`src/rtl/hc_sr04_ranger_if.sv`:
```
// Sensor-side and result-side signals of one HC-SR04 ranging channel.
interface hc_sr04_ranger_if;
   logic        en;
   logic        echo;
   logic        trig;
   logic [15:0] echo_us;
   logic [15:0] distance_cm;
   logic        dist_valid;
   logic        err_timeout;
   logic        busy;

   // Controller / sensor side: drives enable and echo, consumes results.
   modport master (
      output en, echo,
      input  trig, echo_us, distance_cm, dist_valid, err_timeout, busy
   );

   // Ranger side.
   modport slave (
      input  en, echo,
      output trig, echo_us, distance_cm, dist_valid, err_timeout, busy
   );
endinterface

```
`src/rtl/hc_sr04_ranger.sv`:
```
// HC-SR04 ranger: periodic trigger, echo width timing in 1 us ticks,
// width-to-centimetre conversion by repeated subtraction.
module hc_sr04_ranger #(
   parameter int unsigned TRIG_US         = 10,
   parameter int unsigned WAIT_TIMEOUT_US = 2000,
   parameter int unsigned ECHO_TIMEOUT_US = 30000,
   parameter int unsigned PERIOD_US       = 60000,
   parameter int unsigned CM_DIV          = 58
) (
   input  logic             clk_50M,
   input  logic             rst_n,
   input  logic             clk_1M,
   hc_sr04_ranger_if.slave  bus
);

   localparam int unsigned CW = 16;
   localparam logic [CW-1:0] TRIG_LAST  = CW'(TRIG_US - 1);
   localparam logic [CW-1:0] WAIT_LAST  = CW'(WAIT_TIMEOUT_US - 1);
   localparam logic [CW-1:0] ECHO_LAST  = CW'(ECHO_TIMEOUT_US - 1);
   localparam logic [CW-1:0] PERIOD_LIM = CW'(PERIOD_US);
   localparam logic [CW-1:0] DIV        = CW'(CM_DIV);
   localparam logic [CW-1:0] ONE        = CW'(1);

   typedef enum logic [2:0] {
      S_IDLE, S_TRIG, S_WAIT_ECHO, S_MEASURE, S_CALC, S_DONE, S_HOLD
   } state_e;

   state_e          state_q, state_d;
   logic            clk_1M_d_q;
   logic            echo_m_q, echo_s_q, echo_d_q;
   logic [CW-1:0]   period_cnt_q, period_cnt_d;
   logic [CW-1:0]   trig_cnt_q, trig_cnt_d;
   logic [CW-1:0]   wait_cnt_q, wait_cnt_d;
   logic [CW-1:0]   us_cnt_q, us_cnt_d;
   logic [CW-1:0]   rem_q, rem_d;
   logic [CW-1:0]   quo_q, quo_d;
   logic            timeout_q, timeout_d;
   logic            trig_q, trig_d;
   logic [CW-1:0]   echo_us_q, echo_us_d;
   logic [CW-1:0]   distance_cm_q, distance_cm_d;
   logic            dist_valid_q, dist_valid_d;
   logic            err_timeout_q, err_timeout_d;
   logic            busy_q, busy_d;

   logic tick_c, rise_c, fall_c;

   assign tick_c = clk_1M & ~clk_1M_d_q;
   assign rise_c = echo_s_q & ~echo_d_q;
   assign fall_c = ~echo_s_q & echo_d_q;

   // Tick edge detector and echo synchronizer / edge register.
   always_ff @(posedge clk_50M) begin
      if (!rst_n) begin
         clk_1M_d_q <= 1'b0;
         echo_m_q   <= 1'b0;
         echo_s_q   <= 1'b0;
         echo_d_q   <= 1'b0;
      end else begin
         clk_1M_d_q <= clk_1M;
         echo_m_q   <= bus.echo;
         echo_s_q   <= echo_m_q;
         echo_d_q   <= echo_s_q;
      end
   end

   // State, counters and registered outputs.
   always_ff @(posedge clk_50M) begin
      if (!rst_n) begin
         state_q       <= S_IDLE;
         period_cnt_q  <= '0;
         trig_cnt_q    <= '0;
         wait_cnt_q    <= '0;
         us_cnt_q      <= '0;
         rem_q         <= '0;
         quo_q         <= '0;
         timeout_q     <= 1'b0;
         trig_q        <= 1'b0;
         echo_us_q     <= '0;
         distance_cm_q <= '0;
         dist_valid_q  <= 1'b0;
         err_timeout_q <= 1'b0;
         busy_q        <= 1'b0;
      end else begin
         state_q       <= state_d;
         period_cnt_q  <= period_cnt_d;
         trig_cnt_q    <= trig_cnt_d;
         wait_cnt_q    <= wait_cnt_d;
         us_cnt_q      <= us_cnt_d;
         rem_q         <= rem_d;
         quo_q         <= quo_d;
         timeout_q     <= timeout_d;
         trig_q        <= trig_d;
         echo_us_q     <= echo_us_d;
         distance_cm_q <= distance_cm_d;
         dist_valid_q  <= dist_valid_d;
         err_timeout_q <= err_timeout_d;
         busy_q        <= busy_d;
      end
   end

   // Next-state, counter and output logic; outputs are computed from the
   // next state so they line up with the state register.
   always_comb begin
      state_d       = state_q;
      period_cnt_d  = period_cnt_q;
      trig_cnt_d    = trig_cnt_q;
      wait_cnt_d    = wait_cnt_q;
      us_cnt_d      = us_cnt_q;
      rem_d         = rem_q;
      quo_d         = quo_q;
      timeout_d     = timeout_q;
      echo_us_d     = echo_us_q;
      distance_cm_d = distance_cm_q;
      err_timeout_d = err_timeout_q;
      dist_valid_d  = 1'b0;
      trig_d        = 1'b0;
      busy_d        = 1'b0;

      if (state_q != S_IDLE && tick_c && period_cnt_q < PERIOD_LIM) begin
         period_cnt_d = period_cnt_q + ONE;
      end

      case (state_q)
         S_IDLE: begin
            if (bus.en && tick_c) begin
               state_d      = S_TRIG;
               period_cnt_d = '0;
               trig_cnt_d   = '0;
               timeout_d    = 1'b0;
            end
         end
         S_TRIG: begin
            if (tick_c) begin
               if (trig_cnt_q == TRIG_LAST) begin
                  state_d    = S_WAIT_ECHO;
                  wait_cnt_d = '0;
               end else begin
                  trig_cnt_d = trig_cnt_q + ONE;
               end
            end
         end
         S_WAIT_ECHO: begin
            if (rise_c) begin
               state_d  = S_MEASURE;
               us_cnt_d = '0;
            end else if (tick_c) begin
               wait_cnt_d = wait_cnt_q + ONE;
               if (wait_cnt_q == WAIT_LAST) begin
                  state_d   = S_DONE;
                  timeout_d = 1'b1;
                  us_cnt_d  = '0;
               end
            end
         end
         S_MEASURE: begin
            // A fall in the same cycle as a tick ends the pulse uncounted.
            if (fall_c) begin
               state_d = S_CALC;
               rem_d   = us_cnt_q;
               quo_d   = '0;
            end else if (tick_c) begin
               us_cnt_d = us_cnt_q + ONE;
               if (us_cnt_q == ECHO_LAST) begin
                  state_d   = S_DONE;
                  timeout_d = 1'b1;
               end
            end
         end
         S_CALC: begin
            if (rem_q >= DIV) begin
               rem_d = rem_q - DIV;
               quo_d = quo_q + ONE;
            end else begin
               state_d   = S_DONE;
               timeout_d = 1'b0;
            end
         end
         S_DONE: begin
            state_d = S_HOLD;
         end
         S_HOLD: begin
            if (period_cnt_q >= PERIOD_LIM) begin
               if (bus.en) begin
                  state_d      = S_TRIG;
                  period_cnt_d = '0;
                  trig_cnt_d   = '0;
                  timeout_d    = 1'b0;
               end else begin
                  state_d = S_IDLE;
               end
            end
         end
         default: begin
            state_d = S_IDLE;
         end
      endcase

      if (state_d == S_DONE) begin
         echo_us_d     = us_cnt_d;
         distance_cm_d = timeout_d ? 16'hFFFF : quo_d;
         err_timeout_d = timeout_d;
         dist_valid_d  = 1'b1;
      end
      trig_d = (state_d == S_TRIG);
      busy_d = (state_d != S_IDLE);
   end

   assign bus.trig        = trig_q;
   assign bus.echo_us     = echo_us_q;
   assign bus.distance_cm = distance_cm_q;
   assign bus.dist_valid  = dist_valid_q;
   assign bus.err_timeout = err_timeout_q;
   assign bus.busy        = busy_q;

endmodule

```
`src/flat_wrapper.sv`:
```
// flat-port wrapper written by rule: the top's interface ports become plain ports
module hc_sr04_ranger_flat 
#(
   parameter int unsigned TRIG_US         = 10,
   parameter int unsigned WAIT_TIMEOUT_US = 2000,
   parameter int unsigned ECHO_TIMEOUT_US = 30000,
   parameter int unsigned PERIOD_US       = 60000,
   parameter int unsigned CM_DIV          = 58
)
  (clk_50M, rst_n, clk_1M, bus_en, bus_echo, bus_trig, bus_echo_us, bus_distance_cm, bus_dist_valid, bus_err_timeout, bus_busy);
  hc_sr04_ranger_if bus_i ();
  input  logic clk_50M;
  input  logic rst_n;
  input  logic clk_1M;
  input wire logic [$bits(bus_i.en)-1:0] bus_en;
  input wire logic [$bits(bus_i.echo)-1:0] bus_echo;
  output wire logic [$bits(bus_i.trig)-1:0] bus_trig;
  output wire logic [$bits(bus_i.echo_us)-1:0] bus_echo_us;
  output wire logic [$bits(bus_i.distance_cm)-1:0] bus_distance_cm;
  output wire logic [$bits(bus_i.dist_valid)-1:0] bus_dist_valid;
  output wire logic [$bits(bus_i.err_timeout)-1:0] bus_err_timeout;
  output wire logic [$bits(bus_i.busy)-1:0] bus_busy;
  assign bus_i.en = bus_en;
  assign bus_i.echo = bus_echo;
  assign bus_trig = bus_i.trig;
  assign bus_echo_us = bus_i.echo_us;
  assign bus_distance_cm = bus_i.distance_cm;
  assign bus_dist_valid = bus_i.dist_valid;
  assign bus_err_timeout = bus_i.err_timeout;
  assign bus_busy = bus_i.busy;
  hc_sr04_ranger #(.TRIG_US(TRIG_US), .WAIT_TIMEOUT_US(WAIT_TIMEOUT_US), .ECHO_TIMEOUT_US(ECHO_TIMEOUT_US), .PERIOD_US(PERIOD_US), .CM_DIV(CM_DIV)) u_core (.clk_50M(clk_50M), .rst_n(rst_n), .clk_1M(clk_1M), .bus(bus_i));
endmodule
```
`config.mk`:
```
export PLATFORM = sky130hd
export DESIGN_NAME = hc_sr04_ranger_flat
export DESIGN_NICKNAME = d
export VERILOG_FILES = /design/src/rtl/hc_sr04_ranger_if.sv /design/src/rtl/hc_sr04_ranger.sv /design/src/flat_wrapper.sv
export SDC_FILE = /design/constraint.sdc
export NUM_CORES = 1
export LEC_CHECK = 0
export CAP_MARGIN = 40
export CORE_AREA = 5 5 123 125
export DETAILED_ROUTE_END_ITERATION = 6
export DIE_AREA = 0 0 128 130
export PLACE_DENSITY_LB_ADDON = 0.05
export SLEW_MARGIN = 5
export SYNTH_ARGS = -nofsm -noshare
export SYNTH_HDL_FRONTEND = slang
export SYNTH_SLANG_ARGS = --single-unit
```
`constraint.sdc`:
```
create_clock -name clk_50M -period 2.2 [get_ports clk_50M]
set_input_delay 0.44 -clock clk_50M [delete_from_list [all_inputs] [get_ports clk_50M]]
set_output_delay 0.44 -clock clk_50M [all_outputs]
set_load 0.01 [all_outputs]
```
==> results by group <==
Outcome
  • Status: finished with violations
  • Failing checks: negative setup slack

Global routing
  • Total grt overflow: 0
  • Number of global-route vias before repair: 6,168
  • Initial antenna violation count: 0
  • Total GRT Usage: 21.67%
  • First-pass GRT wire length: 29,440 um
  • Pin count of the biggest net entering global routing: 25

Critical path
  • CP max stage delay: 0.57 ns
  • Critical path buffers and inverters: 2
  • CP Class: flop to flop
  • Worst EP arrival: 2.67 ns
  • Worst path required time: around 2.5 ns
  • Critical path's top delay family: simple AND/OR/NAND/NOR gates
  • CP max stage cell: or4_4
  • CP Launch Type: flop
  • Crit-path cells: or4_4 -> a211oi_4 -> nand4_1 -> nand4_1 -> buf_4 -> and2_4 -> buf_6 -> nor2_2 -> nor3_1
  • Worst setup EP type: flop
  • CP max FO: 5
  • Top cell by count, worst path: nand4_1

Pwr
  • Pwr/cell area: 618.3 mW/mm^2
  • P_leak: around 0.0035 uW
  • Max VDD drop: 0.5064 mV

Floorplan
  • I/O Pins: 41
  • Starting density of the core: 48.86%
  • Die Height: 130 um
  • Die width: 128 um
  • Die footprint: 0.01664 mm^2
  • Placement Rows: between 40 and 50
  • Core Box Area: about 0.014 mm^2

Timing
  • Skew final: 0.007585 ns
  • Min Tclk post-route: 2.335 ns
  • Slew headroom: between 40% and 50%
  • Worst slew pin tran: 0.8748 ns
  • Final WS setup: -0.1349 ns
  • Final period util: 106.1%
  • Hold Vio Cnt, Final: 0
  • Final Max Tran Viols: 0
  • Unrepaired setup endpoints after global routing: true
  • Endpoints failing setup: 27
  • Max Fclk: 428.3 MHz

Route
  • Post-DR wirelength/cell: 15.41 um
  • Vias per cell: 5.594
  • Final wirelength: 17,840 um
  • Total number of vias: 6,478
  • Antenna viol nets, final: 0
  • DR iter-0 viols: 426
  • DR DRC count: 0
  • Initial DRT Pass Iterations: 5

Synthesis
  • Top_reg_cell synth: dfxtp_1
  • Mapped Cells: around 830
  • EDFF count, synth: 0
  • Post-synth ARST share: 0%
  • Yosys synthesis warning count: 0
  • Syn Nets: 845
  • Mapped Area: 0.006730 mm^2
  • Library cells used by synthesis: 67
  • Syn Area/Cell: 8.089 um^2
  • Flops & latches, synth: 140
  • Sequential share of the synthesized area: 41.64%

Hold path
  • Worst Hold Class: input port to flop

Placement
  • Worst slack at placement: -0.6315 ns
  • HPWL after DPL: 12,640 um
  • RePlAce Congestion: 0.8859
  • IO buf count: 40
  • Placed cell count: 1,116
  • Post-DP Area: approximately 0.008 mm^2

Clock network
  • CTS tree: yes
  • Inserted Clock Buffers: 17
  • Worst-path clk slew: about 0.060 ns
  • H-tree depth: 4
  • Hold buffer count at CTS: 0
  • CTS Buffer Depth: 2
  • Clk sinks: 140
  • Root Driver: clkbuf_16
  • Clock latency on the worst-skew pair: 0.42 ns

Final layout
  • Commonest non-fill, non-tap cell in the layout: dfxtp_1
  • Area of the multi-input gates: 0.004081 mm^2
  • Seq. cell area: 0.002813 mm^2
  • Final Instance Area: 0.009097 mm^2
  • Layout Area Growth over Synthesis: 35.17%
  • Diode count: 0
  • NumNets Final: between 900 and 1,000
  • Final core utilization: 66.05%
  • Layout fillers: ~1,200
  • Layout cells sized above 1: 23.31%
  • Most frequent cells in the layout: dfxtp_1, nor2_1, buf_4
  • Fin cells: about 1,200

Run
  • Max_cap viols: 0
## layout make-up
| type | instances | share of cell area (%) |
|---|---|---|
| inverter | 19 | 0.7839 |
| clock buffer | 19 | 4.759 |
| clock inverter | 12 | 1.637 |
| timing repair buffer | 154 | 14.56 |
| tap | 180 | 2.476 |
| multi-input combinational | 634 | 44.86 |
| sequential | 140 | 30.92 |
## worst paths after layout
path,cells after the start,endpoint,start,slack (ns)
worst max-delay path,9,u_core.bus.distance_cm[7],u_core.rem_q[8],-0.13
worst min-delay path,2,u_core.clk_1M_d_q,clk_1M,0.43
worst max register to register,9,u_core.bus.distance_cm[7],u_core.rem_q[8],-0.13
worst min register to register,1,u_core.echo_s_q,u_core.echo_m_q,0.44
## cells by family after synthesis
family	count (synthesis)	synth area share, %
simple gates	410	29.89
mux	11	1.692
fa+ha+maj	8	1.487
buf+inv	58	3.662
xor+xnor	42	5.466
flops	140	41.64
compound gates	163	16.16
## report_power, final
group	internal, uW	leakage [uW]	switching [uW]
registers	2550	0.00113	14.6
clock network	1770	0.000286	1070
logic	91.7	0.00209	127
## cell usage after synthesis, types with 11 or more instances
cell type | instances | area, um^2
xnor2_1 | 17 | 148.9
nand2_1 | 83 | 311.6
clkbuf_1 | 26 | 97.59
and2_1 | 24 | 150.1
inv_1 | 18 | 67.56
nand4_1 | 22 | 137.6
o21ai_0 | 25 | 125.1
dfxtp_1 | 140 | 2803
xor2_1 | 25 | 219.0
and3_1 | 26 | 162.7
or3_1 | 15 | 93.84
a21oi_1 | 52 | 260.3
nor2_1 | 115 | 431.7
nor3_1 | 30 | 150.1
nand3_1 | 53 | 265.3
o21ai_1 | 11 | 55.05
o31ai_1 | 15 | 112.6
## sequential cells by signal, summed over array words and instances, names as in the netlist, 3 cells and up
register	count
u_core.quo_q	16
u_core.state_q	3
u_core.bus.echo_us	16
u_core.bus.distance_cm	16
u_core.trig_cnt_q	16
u_core.rem_q	16
u_core.period_cnt_q	16
u_core.wait_cnt_q	16
u_core.us_cnt_q	16
## routing by layer
layer / vias to the layer above / GRT usage [%] / wire (um)
met3: 26 / 5.035 / 814
met2: 129 / 36.85 / 8838
met1: 3103 / 27.28 / 7912
met4: 0 / 7.116 / 273
met5: - / 0 / 0
li1: 3220 / - / -
## what timing repair did
action,CTS,global route
pin swaps,13,21
gates cloned,1,0
setup buffers,4,6
resized for setup,20,86
setup endpoints to repair,50,69
## stage by stage
stage	TNS, ns	hold slack (ns)	total power, uW
2_1_floorplan	0	0.4119	2714
3_3_place_gp	-27.66	0.4359	2806
3_5_place_dp	-30.33	0.4235	2809
4_1_cts	-0.4303	0.4235	5640
5_1_grt	-3.685	0.4542	5806
6_report	-1.668	0.4300	5625
Note: power is estimated with default switching activity, not from simulation.
